[src/rtl/sensor_request_hub_pkg.sv]
// Command/response codes and FSM states shared by the sensor request hub.
package sensor_pkg;

   localparam logic [7:0] CMD_STATUS    = 8'h00;
   localparam logic [7:0] CMD_TEMP      = 8'h01;
   localparam logic [7:0] CMD_HUM       = 8'h02;
   localparam logic [7:0] CMD_LOOP_TEMP = 8'h03;
   localparam logic [7:0] CMD_LOOP_HUM  = 8'h04;
   localparam logic [7:0] CMD_STOP_TEMP = 8'h05;
   localparam logic [7:0] CMD_STOP_HUM  = 8'h06;

   localparam logic [7:0] RSP_OK       = 8'h07;
   localparam logic [7:0] RSP_HUM      = 8'h08;
   localparam logic [7:0] RSP_TEMP     = 8'h09;
   localparam logic [7:0] RSP_STOPPED  = 8'h0A;
   localparam logic [7:0] RSP_FAIL     = 8'h1F;
   localparam logic [7:0] RSP_UNKNOWN  = 8'h45;
   localparam logic [7:0] RSP_NO_LOOP  = 8'hAA;
   localparam logic [7:0] RSP_BAD_ADDR = 8'hEA;
   localparam logic [7:0] RSP_IN_LOOP  = 8'hFF;

   typedef enum logic [1:0] {
      ST_IDLE,
      ST_READ,
      ST_LOOP_READ,
      ST_LOOP_WAIT
   } hub_state_e;

   function automatic logic isStopCmd(input logic [7:0] cmd);
      return (cmd == CMD_STOP_TEMP) || (cmd == CMD_STOP_HUM);
   endfunction

endpackage

[src/rtl/sensor_request_hub_if.sv]
// Request/response bus between the UART command decoder and the sensor hub.
interface sensor_request_hub_if;

   logic       enable;
   logic [7:0] request_command;
   logic [7:0] request_address;
   logic       ready;
   logic       response_valid;
   logic [7:0] response_command;
   logic [7:0] response_value;

   modport master (
      output enable, request_command, request_address,
      input  ready, response_valid, response_command, response_value
   );

   modport slave (
      input  enable, request_command, request_address,
      output ready, response_valid, response_command, response_value
   );

endinterface

[src/rtl/sensor_request_hub_frame_check.sv]
// Splits a 40-bit DHT11 frame and validates its additive checksum byte.
module sensor_frame_check (
   input  logic [39:0] frame,
   output logic        checksum_ok,
   output logic [7:0]  temp_int,
   output logic [7:0]  hum_int
);

   logic [7:0] byteSum;

   // Byte order is hum_int, hum_dec, temp_int, temp_dec, checksum (LSB).
   assign byteSum     = frame[39:32] + frame[31:24] + frame[23:16] + frame[15:8];
   assign checksum_ok = (byteSum == frame[7:0]);
   assign temp_int    = frame[23:16];
   assign hum_int     = frame[39:32];

endmodule

[src/rtl/sensor_request_hub.sv]
// Accepts requests for one of NUM_SENSORS channels, runs one-shot or periodic
// reads with a timeout, and reports each outcome as a one-cycle response.
module sensor_request_hub
   import sensor_pkg::*;
#(
   parameter int NUM_SENSORS        = 4,
   parameter int POLL_PERIOD_CYCLES = 100000000,
   parameter int TIMEOUT_CYCLES     = 50000000,
   parameter int CNT_W              = 27
) (
   input  logic                      clock,
   input  logic                      reset,
   sensor_request_hub_if.slave       req,
   output logic [NUM_SENSORS-1:0]    sensor_enable,
   input  logic [40*NUM_SENSORS-1:0] sensor_data,
   input  logic [NUM_SENSORS-1:0]    sensor_error,
   input  logic [NUM_SENSORS-1:0]    sensor_done
);

   localparam int AW = (NUM_SENSORS > 1) ? $clog2(NUM_SENSORS) : 1;
   localparam logic [CNT_W-1:0] TIMEOUT_LAST = CNT_W'(TIMEOUT_CYCLES - 1);
   localparam logic [CNT_W-1:0] POLL_LAST    = CNT_W'(POLL_PERIOD_CYCLES - 1);

   hub_state_e       state_q, state_d;
   logic [CNT_W-1:0] cnt_q, cnt_d;
   logic [AW-1:0]    addr_q, addr_d;
   logic [7:0]       cmd_q, cmd_d;
   logic             rspValid_q, rspValid_d;
   logic [15:0]      rsp_q, rsp_d;

   logic [39:0] frames [NUM_SENSORS];
   logic        chDone, chError, checksumOk, frameGood, busy;
   logic [7:0]  tempInt, humInt;

   for (genvar i = 0; i < NUM_SENSORS; i++) begin : g_frames
      assign frames[i] = sensor_data[40*i +: 40];
   end

   sensor_frame_check u_frameCheck (
      .frame      (frames[addr_q]),
      .checksum_ok(checksumOk),
      .temp_int   (tempInt),
      .hum_int    (humInt)
   );

   assign chDone    = sensor_done[addr_q];
   assign chError   = sensor_error[addr_q];
   assign frameGood = chDone && !chError && checksumOk;
   assign busy      = (state_q == ST_READ) || (state_q == ST_LOOP_READ);

   assign sensor_enable        = busy ? (NUM_SENSORS'(1) << addr_q) : '0;
   assign req.ready            = (state_q == ST_IDLE) || (state_q == ST_LOOP_WAIT);
   assign req.response_valid   = rspValid_q;
   assign req.response_command = rsp_q[15:8];
   assign req.response_value   = rsp_q[7:0];

   always_comb begin
      state_d    = state_q;
      cnt_d      = cnt_q + 1'b1;
      addr_d     = addr_q;
      cmd_d      = cmd_q;
      rspValid_d = 1'b0;
      rsp_d      = rsp_q;
      case (state_q)
         ST_IDLE: begin
            cnt_d = '0;
            if (req.enable) begin
               if (req.request_address >= 8'(NUM_SENSORS)) begin
                  rspValid_d = 1'b1;
                  rsp_d      = {RSP_BAD_ADDR, RSP_BAD_ADDR};
               end else if (isStopCmd(req.request_command)) begin
                  rspValid_d = 1'b1;
                  rsp_d      = {RSP_NO_LOOP, RSP_NO_LOOP};
               end else if (req.request_command > CMD_STOP_HUM) begin
                  rspValid_d = 1'b1;
                  rsp_d      = {RSP_UNKNOWN, RSP_UNKNOWN};
               end else begin
                  addr_d  = req.request_address[AW-1:0];
                  cmd_d   = req.request_command;
                  state_d = (req.request_command <= CMD_HUM) ? ST_READ : ST_LOOP_READ;
               end
            end
         end
         ST_READ, ST_LOOP_READ: begin
            if (chDone || (cnt_q == TIMEOUT_LAST)) begin
               rspValid_d = 1'b1;
               cnt_d      = '0;
               state_d    = (state_q == ST_READ) ? ST_IDLE : ST_LOOP_WAIT;
               if (!frameGood)
                  rsp_d = {RSP_FAIL, RSP_FAIL};
               else if (cmd_q == CMD_STATUS)
                  rsp_d = {RSP_OK, RSP_OK};
               else if ((cmd_q == CMD_TEMP) || (cmd_q == CMD_LOOP_TEMP))
                  rsp_d = {RSP_TEMP, tempInt};
               else
                  rsp_d = {RSP_HUM, humInt};
            end
         end
         ST_LOOP_WAIT: begin
            if (req.enable) begin
               rspValid_d = 1'b1;
               if (isStopCmd(req.request_command)) begin
                  rsp_d   = {RSP_STOPPED, 8'h00};
                  state_d = ST_IDLE;
                  cnt_d   = '0;
                  cmd_d   = CMD_STATUS;
                  addr_d  = '0;
               end else begin
                  rsp_d = {RSP_IN_LOOP, RSP_IN_LOOP};
                  // A request on the expiry edge holds the counter so expiry fires next cycle.
                  if (cnt_q == POLL_LAST)
                     cnt_d = cnt_q;
               end
            end else if (cnt_q == POLL_LAST) begin
               state_d = ST_LOOP_READ;
               cnt_d   = '0;
            end
         end
         default: state_d = ST_IDLE;
      endcase
   end

   always_ff @(posedge clock) begin
      if (reset) begin
         state_q    <= ST_IDLE;
         cnt_q      <= '0;
         addr_q     <= '0;
         cmd_q      <= CMD_STATUS;
         rspValid_q <= 1'b0;
         rsp_q      <= '0;
      end else begin
         state_q    <= state_d;
         cnt_q      <= cnt_d;
         addr_q     <= addr_d;
         cmd_q      <= cmd_d;
         rspValid_q <= rspValid_d;
         rsp_q      <= rsp_d;
      end
   end

endmodule

[src/flat_wrapper.sv]
// flat-port wrapper written by rule: the top's interface ports become plain ports
module sensor_request_hub_flat import sensor_pkg::*;
#(
   parameter int NUM_SENSORS        = 4,
   parameter int POLL_PERIOD_CYCLES = 100000000,
   parameter int TIMEOUT_CYCLES     = 50000000,
   parameter int CNT_W              = 27
)
  (clock, reset, sensor_enable, sensor_data, sensor_error, sensor_done, req_enable, req_request_command, req_request_address, req_ready, req_response_valid, req_response_command, req_response_value);
  sensor_request_hub_if req_i ();
  input  logic clock;
  input  logic reset;
  output logic [NUM_SENSORS-1:0] sensor_enable;
  input  logic [40*NUM_SENSORS-1:0] sensor_data;
  input  logic [NUM_SENSORS-1:0] sensor_error;
  input  logic [NUM_SENSORS-1:0] sensor_done;
  input wire logic [$bits(req_i.enable)-1:0] req_enable;
  input wire logic [$bits(req_i.request_command)-1:0] req_request_command;
  input wire logic [$bits(req_i.request_address)-1:0] req_request_address;
  output wire logic [$bits(req_i.ready)-1:0] req_ready;
  output wire logic [$bits(req_i.response_valid)-1:0] req_response_valid;
  output wire logic [$bits(req_i.response_command)-1:0] req_response_command;
  output wire logic [$bits(req_i.response_value)-1:0] req_response_value;
  assign req_i.enable = req_enable;
  assign req_i.request_command = req_request_command;
  assign req_i.request_address = req_request_address;
  assign req_ready = req_i.ready;
  assign req_response_valid = req_i.response_valid;
  assign req_response_command = req_i.response_command;
  assign req_response_value = req_i.response_value;
  sensor_request_hub #(.NUM_SENSORS(NUM_SENSORS), .POLL_PERIOD_CYCLES(POLL_PERIOD_CYCLES), .TIMEOUT_CYCLES(TIMEOUT_CYCLES), .CNT_W(CNT_W)) u_core (.clock(clock), .reset(reset), .req(req_i), .sensor_enable(sensor_enable), .sensor_data(sensor_data), .sensor_error(sensor_error), .sensor_done(sensor_done));
endmodule
[config.mk]
export PLATFORM = sky130hd
export DESIGN_NAME = sensor_request_hub_flat
export DESIGN_NICKNAME = d
export VERILOG_FILES = /design/src/rtl/sensor_request_hub_pkg.sv /design/src/rtl/sensor_request_hub_if.sv /design/src/rtl/sensor_request_hub_frame_check.sv /design/src/rtl/sensor_request_hub.sv /design/src/flat_wrapper.sv
export SDC_FILE = /design/constraint.sdc
export NUM_CORES = 1
export LEC_CHECK = 0
export BUFFER_PORTS_ARGS = -buffer_cell sky130_fd_sc_hd__buf_2
export CORE_MARGIN = 1.5
export CORE_UTILIZATION = 50
export CTS_BUF_LIST = sky130_fd_sc_hd__clkbuf_2 sky130_fd_sc_hd__clkbuf_4 sky130_fd_sc_hd__clkbuf_8
export DETAILED_ROUTE_END_ITERATION = 8
export PLACE_DENSITY = 0.84
export SYNTH_ARGS = -nofsm -noshare
export SYNTH_HDL_FRONTEND = slang
export SYNTH_SLANG_ARGS = --single-unit
[constraint.sdc]
create_clock -name clock -period 7.4 [get_ports clock]
set_clock_uncertainty 0.1 [all_clocks]
set_input_delay 0.74 -clock clock [delete_from_list [all_inputs] [get_ports clock]]
set_output_delay 0.74 -clock clock [all_outputs]
set_load 0.01 [all_outputs]
==> results.py <==
metrics = {
    "timing": {
        "finalSetupViolations": 0,
        "slew_headroom_pct": 42.7,
        "tns_ns": 0,
        "fmax_mhz": 199,
        "drv_slew": 0,
        "period_share_pct": 67.8,
        "worst_pin_slew_ns": 0.851,
        "rsz0062_at_grt": "no",
        "hold_viol": 0,
        "period_needed_ns": 5.02,
    },
    "floorplan": {
        "start_util_pct": 51.3,
        "die_y_um": 99.9,
        "dieArea_mm2": 0.00997,
        "io_pins": 209,
        "die_w_um": 99.9,
        "fp-row-count": 35,
        "core-area_mm2": 0.00915,
    },
    "yosys": {
        "async_flop_share_pct": 0,
        "synthSimpleGateAreaFrac_pct": 20.3,
        "synth-compound-area-share_pct": 11.0,
        "ys_seq_area_share_pct": 23.5,
        "synth_top_area_share_pct": 23.5,
        "synth.mux.area_fraction_pct": 21.8,
        "synth_fa_ha_area_share_pct": 9.18,
        "syn_avg_cell_area_um2": 9.29,
        "syn_nets": 718,
        "synth_cell_types": 65,
        "synth_xor_area_share_pct": 7.95,
        "netlist_area_mm2": 0.00469,
        "ys_ff_latch": 55,
        "synth.most_common_cell": "nor2_1",
        "synth.area.top_cells": "dfxtp_1, mux4_2, mux4_1",
        "synth-edff-count": 0,
        "yosysWarnings": 0,
        "syn_inst": 505,
        "synthTopCellsByCount": "nor2_1, dfxtp_1, inv_1",
        "synth-main-ff-cell": "dfxtp_1",
        "yosysTopAreaCell": "dfxtp_1",
        "synth_top_family_by_area": "multiplexers",
    },
    "setup_path": {
        "critPathBufInv": 3,
        "rr_startpoint": "u_core.addr_q[0]",
        "ff2ff_path_depth": 14,
        "worstPathArrival_ns": 5.14,
        "criticalPathCategory": "reg2reg",
        "crit_fanout": 27,
        "crit_path_max_incr_delay_ns": 0.73,
        "rrSetupSlack_ns": 2.38,
        "critical_path.reg2reg.endpoint": "u_core.rsp_q[0]",
        "cp_slowest_cell": "dfxtp_2",
        "path_cells": "buf_4 > mux4_2 > inv_1 > fa_1 > fa_1 > inv_1 > ha_1 > a21o_1 > a21oi_1 > xnor2_1 > nor4b_2 > nand3_2 > or3_1 > o221a_2",
        "crit_required_ns": 7.52,
        "startpoint_type": "flip-flop",
        "end_kind": "flip-flop",
        "cp-startpoint": "u_core.addr_q[0]",
        "cp_top_family": "adder cells",
    },
    "clocking": {
        "postCtsHoldBufs": 0,
        "htreeDepth": 2,
        "cts_sinks": 55,
        "root_buffer": "clkbuf_8",
        "cts_setup_buffers": 0,
        "clk_latency_ns": 0.32,
        "clk_pin_slew_ns": 0.10,
        "cts_max_path_buffers": 2,
        "ctsResizeCount": 0,
        "cts_tree": "yes",
        "cts_buffers": 5,
    },
    "global_route": {
        "grt_pass1_vias": 4750,
        "globalRouteOverflowTotal": 0,
        "antenna_found_initial": 0,
        "grt_max_degree": 40,
        "grt_pass1_wl_um": 23000,
        "grtUsageTotal_pct": 29.5,
    },
    "placement": {
        "finalWeightedCongestion": 0.929,
        "post-dp-hpwl_um": 12100,
        "portBuffers": 208,
    },
    "min_path": {
        "worst_hold_path.num_cells": 2,
        "holdCritStartpoint": "u_core.rsp_q[14]",
        "min_to": "u_core.rsp_q[14]",
        "hp-class": "reg2reg",
    },
    "detailed_routing": {
        "via_count": 4738,
        "vias_per_cell": 5.83,
        "wl_per_cell_um": 17.8,
        "wl_um": 14400,
        "first_pass_iters": 5,
        "final_antenna_net_count": 0,
        "drcViolationCount": 0,
        "first_iter_violations": 305,
    },
    "layout": {
        "diodes": 0,
        "fin_nets": 914,
        "final_util_pct": 64.2,
        "area_delta_synth_final_pct": 25.3,
        "drive_gt1_share_pct": 36.5,
    },
    "job": {
        "cap_viol_max_count": 0,
    },
    "power": {
        "power.total_mw": 0.796,
        "leakagePower_nw": 2.51,
        "irDropWorstVdd_v": 0.0000881,
        "power.density_mw_per_mm2": 135,
    },
    "outcome": {
        "run_status": "finished clean",
    },
}
-- metrics by stage --
step	hold slack, ns	worst slack [ns]	area, µm²	cells
after global placement	0.342	2.49	5780	805
after detailed placement	0.347	2.36	5780	805
after floorplan	0.331	2.00	4690	505
final	0.370	2.38	5880	813
after CTS	0.372	2.36	5880	813
after global routing	0.393	1.99	5880	813
-- flip-flops by register name (all words and copies together) (netlist names) --
signal / flops
u_core.cnt_q: 27
u_core.state_q: 2
u_core.rsp_q: 15
u_core.req.response_valid: 1
u_core.cmd_q: 8
u_core.addr_q: 2
-- final cells by class --
type	instances	area, µm²
clock buffer	6	76.3
clock inverter	2	17.5
fill	775	3280
inverter	49	184
multi-input combinational	379	3290
sequential	55	1100
tap	111	139
timing repair buffer	211	1060
-- worst reg2reg max path, cell delays in order (launching register included) --
cell     delay, ns
dfxtp_2       0.73
buf_4         0.50
mux4_2        0.56
inv_1         0.08
fa_1          0.44
fa_1          0.55
inv_1         0.05
ha_1          0.33
a21o_1        0.19
a21oi_1       0.21
xnor2_1       0.13
nor4b_2       0.28
nand3_2       0.19
or3_1         0.37
o221a_2       0.23
-- layout by cell type, fill, tap and decap left out, types with 3 or more instances in the layout --
cell,synthesis,layout
a21o_1,3,3
a21oi_1,27,27
a31o_2,3,3
a31oi_1,6,6
a41oi_1,3,3
and2_1,7,7
buf_2,7,208
buf_4,1,3
clkbuf_8,0,5
dfxtp_1,55,53
fa_1,14,14
ha_1,12,12
inv_1,48,48
mux2i_1,3,3
mux4_1,18,18
mux4_2,22,22
nand2_1,36,36
nand2b_1,6,6
nand3_1,17,17
nand3b_1,4,4
nand4_1,16,16
nand4b_1,4,4
nor2_1,57,57
nor3_1,9,9
nor4_1,6,6
o21ai_0,22,22
xnor2_1,19,19
xor2_1,21,21
-- routing by layer --
metal / routed length [µm] / vias to the layer above / track usage [%] / share of wire (%)
li1: - / 2229 / - / -
met1: 5710 / 2251 / 36.5 / 40
met2: 7160 / 225 / 51.0 / 50
met3: 1170 / 33 / 6.82 / 8.1
met4: 386 / 0 / 9.53 / 2.7
met5: 0 / - / 0 / 0
-- logic make-up (layout without fill, tap and decap cells) --
logic type	Yosys count	count (layout)
AO/OA/AOI/OAI	83	83
buffers and inverters	71	268
adder cells (fa/ha/maj)	26	26
XOR/XNOR	41	41
flip-flops	55	55
multiplexers	45	45
AND/OR/NAND/NOR	184	184
-- report_power, final --
group | switching, mW | internal, mW
sequential | 0.00833 | 0.310
combinational | 0.155 | 0.146
clock | 0.105 | 0.0720
total | 0.268 | 0.528
-- worst max-delay path by stage --
stage                      endpoint  slack, ns  cells past startpoint
floorplan           u_core.rsp_q[0]       2.00                     19
global placement    u_core.rsp_q[0]       2.49                     14
detailed placement  u_core.rsp_q[0]       2.36                     14
CTS                 u_core.rsp_q[0]       2.36                     14
global route        u_core.rsp_q[2]       1.99                     15
finish              u_core.rsp_q[0]       2.38                     14
Note: power is estimated with default switching activity, not from simulation.
